--- src/rtl/skinny_sbox_layer_ctrl.sv ---
// Sequences one shared SKINNY-64 Sbox layer through an external, non-stallable
// masked Sbox pipeline: one nibble per randomness word, results written back in issue order.
module skinny_sbox_layer_ctrl #(
    parameter int unsigned NIBBLES = 16,
    parameter int unsigned LATENCY = 3
) (
    input  logic                 clk,
    input  logic                 rst_n,
    input  logic                 start,
    input  logic [4*NIBBLES-1:0] state_in1,
    input  logic [4*NIBBLES-1:0] state_in2,
    input  logic [4*NIBBLES-1:0] state_in3,
    input  logic [7:0]           rc_cfg,
    input  logic [3:0]           klmn_cfg,
    output logic                 busy,
    output logic                 done,
    output logic [4*NIBBLES-1:0] state_out1,
    output logic [4*NIBBLES-1:0] state_out2,
    output logic [4*NIBBLES-1:0] state_out3,
    input  logic                 rnd_valid,
    input  logic [23:0]          rnd_data,
    output logic                 rnd_ready,
    output logic [3:0]           sb_in1,
    output logic [3:0]           sb_in2,
    output logic [3:0]           sb_in3,
    output logic [23:0]          sb_r,
    output logic [7:0]           sb_rc,
    output logic [3:0]           sb_klmn,
    input  logic [3:0]           sb_out1,
    input  logic [3:0]           sb_out2,
    input  logic [3:0]           sb_out3
);

    localparam int unsigned SW = 4 * NIBBLES;
    localparam int unsigned CW = (NIBBLES > 1) ? $clog2(NIBBLES) : 1;
    localparam logic [CW-1:0] LAST = CW'(NIBBLES - 1);

    typedef enum logic [1:0] {
        IDLE  = 2'd0,
        ISSUE = 2'd1,
        DRAIN = 2'd2,
        DONE  = 2'd3
    } state_t;

    state_t              state_q;
    state_t              state_d;
    logic [SW-1:0]       sh1_q;
    logic [SW-1:0]       sh2_q;
    logic [SW-1:0]       sh3_q;
    logic [7:0]          rc_q;
    logic [CW-1:0]       iss_q;
    logic [CW-1:0]       wr_q;
    logic [LATENCY-1:0]  vpipe_q;
    logic                fire;
    logic                cap;

    assign fire = rnd_valid && rnd_ready;
    assign cap  = vpipe_q[LATENCY-1];

    // Share data only leaves the block on a fire; every other cycle is an all-zero bubble.
    assign sb_in1 = fire ? sh1_q[{iss_q, 2'b00} +: 4] : 4'h0;
    assign sb_in2 = fire ? sh2_q[{iss_q, 2'b00} +: 4] : 4'h0;
    assign sb_in3 = fire ? sh3_q[{iss_q, 2'b00} +: 4] : 4'h0;
    assign sb_r   = fire ? rnd_data : 24'h0;
    assign sb_rc  = fire ? rc_q : 8'h0;

    always_comb begin
        state_d = state_q;
        unique case (state_q)
            IDLE:    if (start) state_d = ISSUE;
            ISSUE:   if (fire && (iss_q == LAST)) state_d = DRAIN;
            DRAIN:   if (cap && (wr_q == LAST)) state_d = DONE;
            DONE:    state_d = IDLE;
            default: state_d = IDLE;
        endcase
    end

    // Status flags are registered from the next state so they line up with state_q.
    always_ff @(posedge clk or negedge rst_n) begin
        if (!rst_n) begin
            state_q   <= IDLE;
            busy      <= 1'b0;
            done      <= 1'b0;
            rnd_ready <= 1'b0;
        end else begin
            state_q   <= state_d;
            busy      <= (state_d == ISSUE) || (state_d == DRAIN);
            done      <= (state_d == DONE);
            rnd_ready <= (state_d == ISSUE);
        end
    end

    // The valid pipe always shifts: a stall becomes a bubble, never a freeze.
    always_ff @(posedge clk or negedge rst_n) begin
        if (!rst_n) begin
            vpipe_q <= '0;
        end else begin
            vpipe_q <= (vpipe_q << 1) | LATENCY'(fire);
        end
    end

    always_ff @(posedge clk or negedge rst_n) begin
        if (!rst_n) begin
            sh1_q      <= '0;
            sh2_q      <= '0;
            sh3_q      <= '0;
            rc_q       <= '0;
            sb_klmn    <= '0;
            iss_q      <= '0;
            wr_q       <= '0;
            state_out1 <= '0;
            state_out2 <= '0;
            state_out3 <= '0;
        end else if ((state_q == IDLE) && start) begin
            sh1_q   <= state_in1;
            sh2_q   <= state_in2;
            sh3_q   <= state_in3;
            rc_q    <= rc_cfg;
            sb_klmn <= klmn_cfg;
            iss_q   <= '0;
            wr_q    <= '0;
        end else begin
            if (fire) begin
                iss_q <= iss_q + CW'(1);
            end
            if (cap) begin
                state_out1[{wr_q, 2'b00} +: 4] <= sb_out1;
                state_out2[{wr_q, 2'b00} +: 4] <= sb_out2;
                state_out3[{wr_q, 2'b00} +: 4] <= sb_out3;
                wr_q <= wr_q + CW'(1);
            end
            if (state_q == DONE) begin
                sb_klmn <= '0;
            end
        end
    end

endmodule

--- config.mk ---
export PLATFORM = sky130hd
export DESIGN_NAME = skinny_sbox_layer_ctrl
export DESIGN_NICKNAME = d
export VERILOG_FILES = /design/src/rtl/skinny_sbox_layer_ctrl.sv
export SDC_FILE = /design/constraint.sdc
export NUM_CORES = 1
export LEC_CHECK = 0
export ABC_AREA = 1
export BUFFER_PORTS_ARGS = -buffer_cell sky130_fd_sc_hd__buf_2
export CORE_AREA = 2 2 188 190
export CTS_CLUSTER_DIAMETER = 30
export DETAILED_ROUTE_END_ITERATION = 6
export DIE_AREA = 0 0 190 192
export PLACE_DENSITY = 0.83
export SLEW_MARGIN = 25
export SYNTH_ARGS = -nofsm -noshare
export SYNTH_HDL_FRONTEND = slang
export SYNTH_SLANG_ARGS = --single-unit
--- constraint.sdc ---
create_clock -name clk -period 3.7 [get_ports clk]
set_input_delay 0.37 -clock clk [delete_from_list [all_inputs] [get_ports clk]]
set_output_delay 0.37 -clock clk [all_outputs]
set_load 0.01 [all_outputs]
* Yosys cells after proc, flatten, opt, wreduce, memory -nomap -nowiden
Cells that the tools add are included.
** Storage, ports and cells
- Register bits after elaboration :: 412
- Bits in latches :: 0
- Bits in writable memories :: 0
- Memory bits (read-only) :: 0
- Bits of input ports :: 244
- Output and inout bits :: 243
- Logic and storage cells :: 63
- Memories kept :: 0
** Cells by class
- $add $sub $neg :: 3
- $mul :: 0
- Div/mod/pow operators :: 0
- Order comparisons :: 0
- Equality and inequality tests :: 8
- Shifts and indexed selects :: 7
- Muxes and demuxes :: 18
- Bitwise gates (word level) :: 2
- Reduce and logical (&&, ||, !) cells :: 10
** Operators with widths (count)
- $bwmux 64 :: 3
- $shiftx 4x8->64 :: 3
- $shiftx 64x7->4 :: 3
- $shift 4x8->64 const A :: 1
- $mux 4 :: 9
- $mux 24 :: 1
- $add 4x1->4 const B :: 2
- $eq 2x2->1 const B :: 4
- $eq 4x4->1 const B :: 2
- $mux 8 :: 1
- $neg 6->8 :: 1
- $pmux 2 s4 :: 1
- $mux 2 :: 3
- $reduce_bool 2->1 :: 3
- $eq 2x1->1 const B :: 2
- $logic_and 1x1->1 :: 4
- $or 3x1->3 :: 1
- $logic_not 2->1 :: 1
- $reduce_and 2->1 :: 1
- $logic_or 1x1->1 :: 1
- $not 1->1 :: 1

* Depth between registers and ports, before layout
- Word-level depth :: 6
- Gate-level depth with buffers :: 15
- Mapped depth without buffers :: 12

* Least setup slack after synthesis
Ideal clock, no wire load.
- Path type :: register to register
- From :: register wr_q[0]
- To :: register state_out2[18]
- Arrival time :: 2309 ps
- Required time :: 3635 ps
- Path slack :: 1326 ps
- Stages on the path, launching flop included :: 14
- Buffers on the path :: 4
- Period minus slack after synthesis :: 2374 ps
- Cells stage by stage :: dfrtp_1 -> buf_2 -> inv_2 -> clkbuf_1 -> ha_1 -> buf_2 -> inv_2 -> nand3_2 -> nor2_4 -> nand2_1 -> nor2_1 -> buf_2 -> nand2_1 -> nand2_1
** On the way
- Cells in the longest elaborated chain, start to end :: 3
- Elaborated cells on any way between the ends :: 4
- Those cells by class :: add/sub (1); shift (2); mux (1)
** Ends and longest elaborated chain
- start: declaration :: RTL line 52 : logic [CW-1:0] wr_q;
- start signal: assignment :: RTL line 130 : wr_q <= wr_q + CW'(1);
- $neg 6->8 (*) :: RTL line 128 : state_out2[{wr_q, 2'b00} +: 4] <= sb_out2;
- $shiftx 4x8->64 / $shift 4x8->64 (equally long branches) :: RTL line 128
- $bwmux 64 (*) :: RTL line 128
- end signal: indexed assignment :: RTL line 128
- end: declaration :: RTL line 18 : output logic [4*NIBBLES-1:0] state_out2,
Every way passes the cells marked *; elsewhere a longest branch is shown, timed or not.
A chain may end at the register's enable or synchronous reset.

* Worst setup path in the final report
- From :: register iss_q[0]
- To :: output port sb_in2[1]
** On the way
- Cells in the longest elaborated chain, start to end :: 2
** Ends and longest elaborated chain
- start: declaration :: RTL line 51 : logic [CW-1:0] iss_q;
- start signal: assignment :: RTL line 124 : iss_q <= iss_q + CW'(1);
- $shiftx 64x7->4 :: RTL line 62 : assign sb_in2 = fire ? sh2_q[{iss_q, 2'b00} +: 4] : 4'h0;
- $mux 4 :: RTL line 62
- end: declaration :: RTL line 24 : output logic [3:0] sb_in2,
Every way passes these cells.

==> out/metrics.csv <==
metric,value,unit
postLayoutCoreUtil,74.8,%
cp_top_family,simple AND/OR/NAND/NOR gates,
syn_inst,2337,
pwr-share-clk,33.3,%
yosysTopAreaCell,dfrtp_1,
switching_power,9.22,mW
power,23.1,mW
placed_cell_area,21100,um2
wl_per_cell,19.9,um
period_needed,3.39,ns
fin_skew,0.0242,ns
route.detailed.drc,34,
violations,"DRC, hold timing",
reg2reg_depth,9,
post_cts_buffers,0,
placeableCoreArea,34300,um2
endpoint_kind,primary output,
synth-warning-count,0,
totalWireLength,69700,um
antenna_found_initial,7,
netlist_area,18300,um2
clk_latency,0.61,ns
synthTopCellsByCount,"896 x nand2_1, 412 x dfrtp_1, 249 x o21ai_0",
synthToLayoutAreaGrowth,39.8,%
via_per_inst,5.59,
maxSlewHeadroom,41.0,%
cts_resized,0,
avgSynthCellArea,7.85,um2
synth.area.top_cells,"dfrtp_1 56%, nand2_1 18%, o21ai_0 6.8%",
power_density,903,nW/um2
finalCritPeriodShare,91.6,%
fin_nets,3216,
grt_pass1_vias,19700,
finalSetupViolations,0,
dr.pass1.iters,7,
ir_worst_vdd,0.000573,V
synthFlopType,dfrtp_1,
cts_tree,yes,
dp_hpwl,41000,um
switching_share,39.8,%
grtUsageMet3,8.68,%
yosysMostFrequentCell,nand2_1,
port_buffers,486,
share_comb_of_total_power,35.2,%
hold-worst-slack,-0.00206,ns
preCtsSetupSlack,0.666,ns
max_cap_violations,0,
arrival,3.02,ns
dp_cells,3173,
globalRouteOverflowTotal,0,
hp-class,primary input to flip-flop,
die_h,192,um
finalMaxSlewViolations,0,
status,finished with violations,
p_int,13.9,mW
crit_cells,8,
criticalPathCategory,flip-flop to primary output,
gp_congestion,0.928,
setup_slack,0.311,ns
critPathMaxStageDelay,0.62,ns
worst_slew_pin_slew,0.882,ns
initialDrtViolationCount,2192,
multi_input_area,6540,um2
track_usage,37.7,%
synth_edf_count,0,
seqPwrFrac,31.5,%
drive_above_1_share,22.7,%
synthDistinctLibCells,29,
grt_pass1_wl,105000,um
stdcell_count,3495,
min_path_cells,3,
rsz0062_at_grt,no,
critical_path_peak_fanout,50,
synth_nets,2587,
critical_path_buf_inv_count,2,
p_leak,13.9,nW
cts.sinks,412,
use_met2,65.0,%
die_w,190,um
synth_seq_area_share,56.2,%
initial_utilization,53.5,%
clk_pin_slew,0.05,ns
cts-htree-levels,3,
critPathLaunchType,flip-flop,
hold_buffers,163,
dieArea,36500,um2
vias,19500,
slowest_stage,dfrtp_4,
crit_chain,"buf_4, nor2_1, nor2_1, nand2_1, nand3_1, nand3_1, a21oi_1, buf_2",
nFillCells,2195,
cts_buffer_depth,3,
top_usage_layer,met2,
use_met1,41.6,%
root_buffer,clkbuf_16,
grt_max_degree,123,
rows,68,
fmax,295,MHz
final_cell_area,25600,um2
fin_tns_setup,0,ns
synth_top_area_share,56.2,%
ys_ff_latch,412,
ios,487,
ant_nets,0,
synthArstFlopShare,100,%
crit_required,3.33,ns
register_area,10300,um2
cts_buffers,83,
final_hold_viol_count,1,
## cell type report
| type | instances | share of cell area, % |
|---|---|---|
| diodes | 8 | 0.0781 |
| clock buffers | 109 | 9.31 |
| clock inverters | 42 | 2.14 |
| inverters | 242 | 3.57 |
| multi-input cells | 1549 | 25.5 |
| flip-flops and latches | 412 | 40.2 |
| well taps | 455 | 2.22 |
| repair buffers | 678 | 16.9 |
## registers in the layout, summed over array words and instances (netlist names)
signal and flops:
state_q 2, sh2_q 64, iss_q 4, done 1, sb_klmn 4, state_out2 64, sh1_q 64, rnd_ready 1
busy 1, wr_q 4, sh3_q 64, state_out1 64, state_out3 64, vpipe_q 3, rc_q 8
## cells in the final DEF, fill, tap and decap left out, types with 2 or more instances in the layout
master | netlist | final
nand2_1 | 896 | 895
buf_2 | 26 | 485
dfrtp_1 | 412 | 410
o21ai_0 | 249 | 249
inv_1 | 232 | 231
nand3_1 | 176 | 176
dlygate4sd3_1 | 0 | 163
nor2_1 | 159 | 159
clkbuf_16 | 0 | 84
buf_4 | 4 | 25
nor3_1 | 20 | 20
clkbuf_8 | 0 | 19
a21oi_1 | 17 | 17
clkinv_4 | 0 | 9
diode_2 | 0 | 8
inv_2 | 7 | 8
clkinvlp_4 | 0 | 8
bufinv_16 | 0 | 7
clkinv_2 | 0 | 7
nand2_2 | 5 | 6
ha_1 | 6 | 6
clkbuf_1 | 87 | 6
nor2_2 | 4 | 4
inv_6 | 0 | 4
buf_12 | 0 | 4
nand4_1 | 3 | 3
nor2_4 | 3 | 3
inv_8 | 0 | 3
inv_16 | 0 | 3
nand3_2 | 2 | 2
clkinv_1 | 3 | 2
or2_2 | 2 | 2
o21ai_1 | 2 | 2
## worst register-to-register path, cell delays in order, from the launching register on
cell and delay [ns]:
dfrtp_1 0.54, inv_2 0.25, ha_1 0.59, inv_2 0.26, nand3_2 0.18, nor2_4 0.36, nand2_1 0.09, nor2_1 0.57
nand2_1 0.16, nand2_1 0.11
## kinds of logic (layout without fill, tap and decap cells)
logic type	Yosys count	in the layout	share of synthesized area, %
compound gates	271	271	7.43
fa+ha+maj	6	6	0.409
buf+inv	376	1071	8.13
flops	412	412	56.2
other cells	0	8	0
simple gates	1272	1272	27.8
## worst paths after layout
check	startpoint	end	slack (ns)
hold reg to reg	vpipe_q[1]	vpipe_q[2]	0.34
hold / removal	state_in3[29]	sh3_q[29]	-0.002
max in group asynchronous	rst_n	sh3_q[14]	2.09
min in group asynchronous	rst_n	state_out1[53]	0.46
setup / recovery	iss_q[0]	sb_in2[1]	0.31
setup reg to reg	wr_q[0]	state_out1[18]	0.54
## power groups by stage
stage                     sequential [mW]  clock, mW  combinational (mW)
after floorplan                      7.30          0                4.53
after global routing                 7.41       7.98                8.89
after global placement               7.17          0                7.25
after detailed placement             7.24          0                7.47
after CTS                            7.22       7.70                7.79
final                                7.29       7.72                8.14
## metal layers
metal,part of all wire (%),vias to the layer above,wire [um]
li1,-,8507,-
met1,34,9233,23400
met2,49,1426,34300
met3,10,365,7020
met4,7.0,2,4910
met5,0.023,-,16
Note: power is estimated with default switching activity, not from simulation.
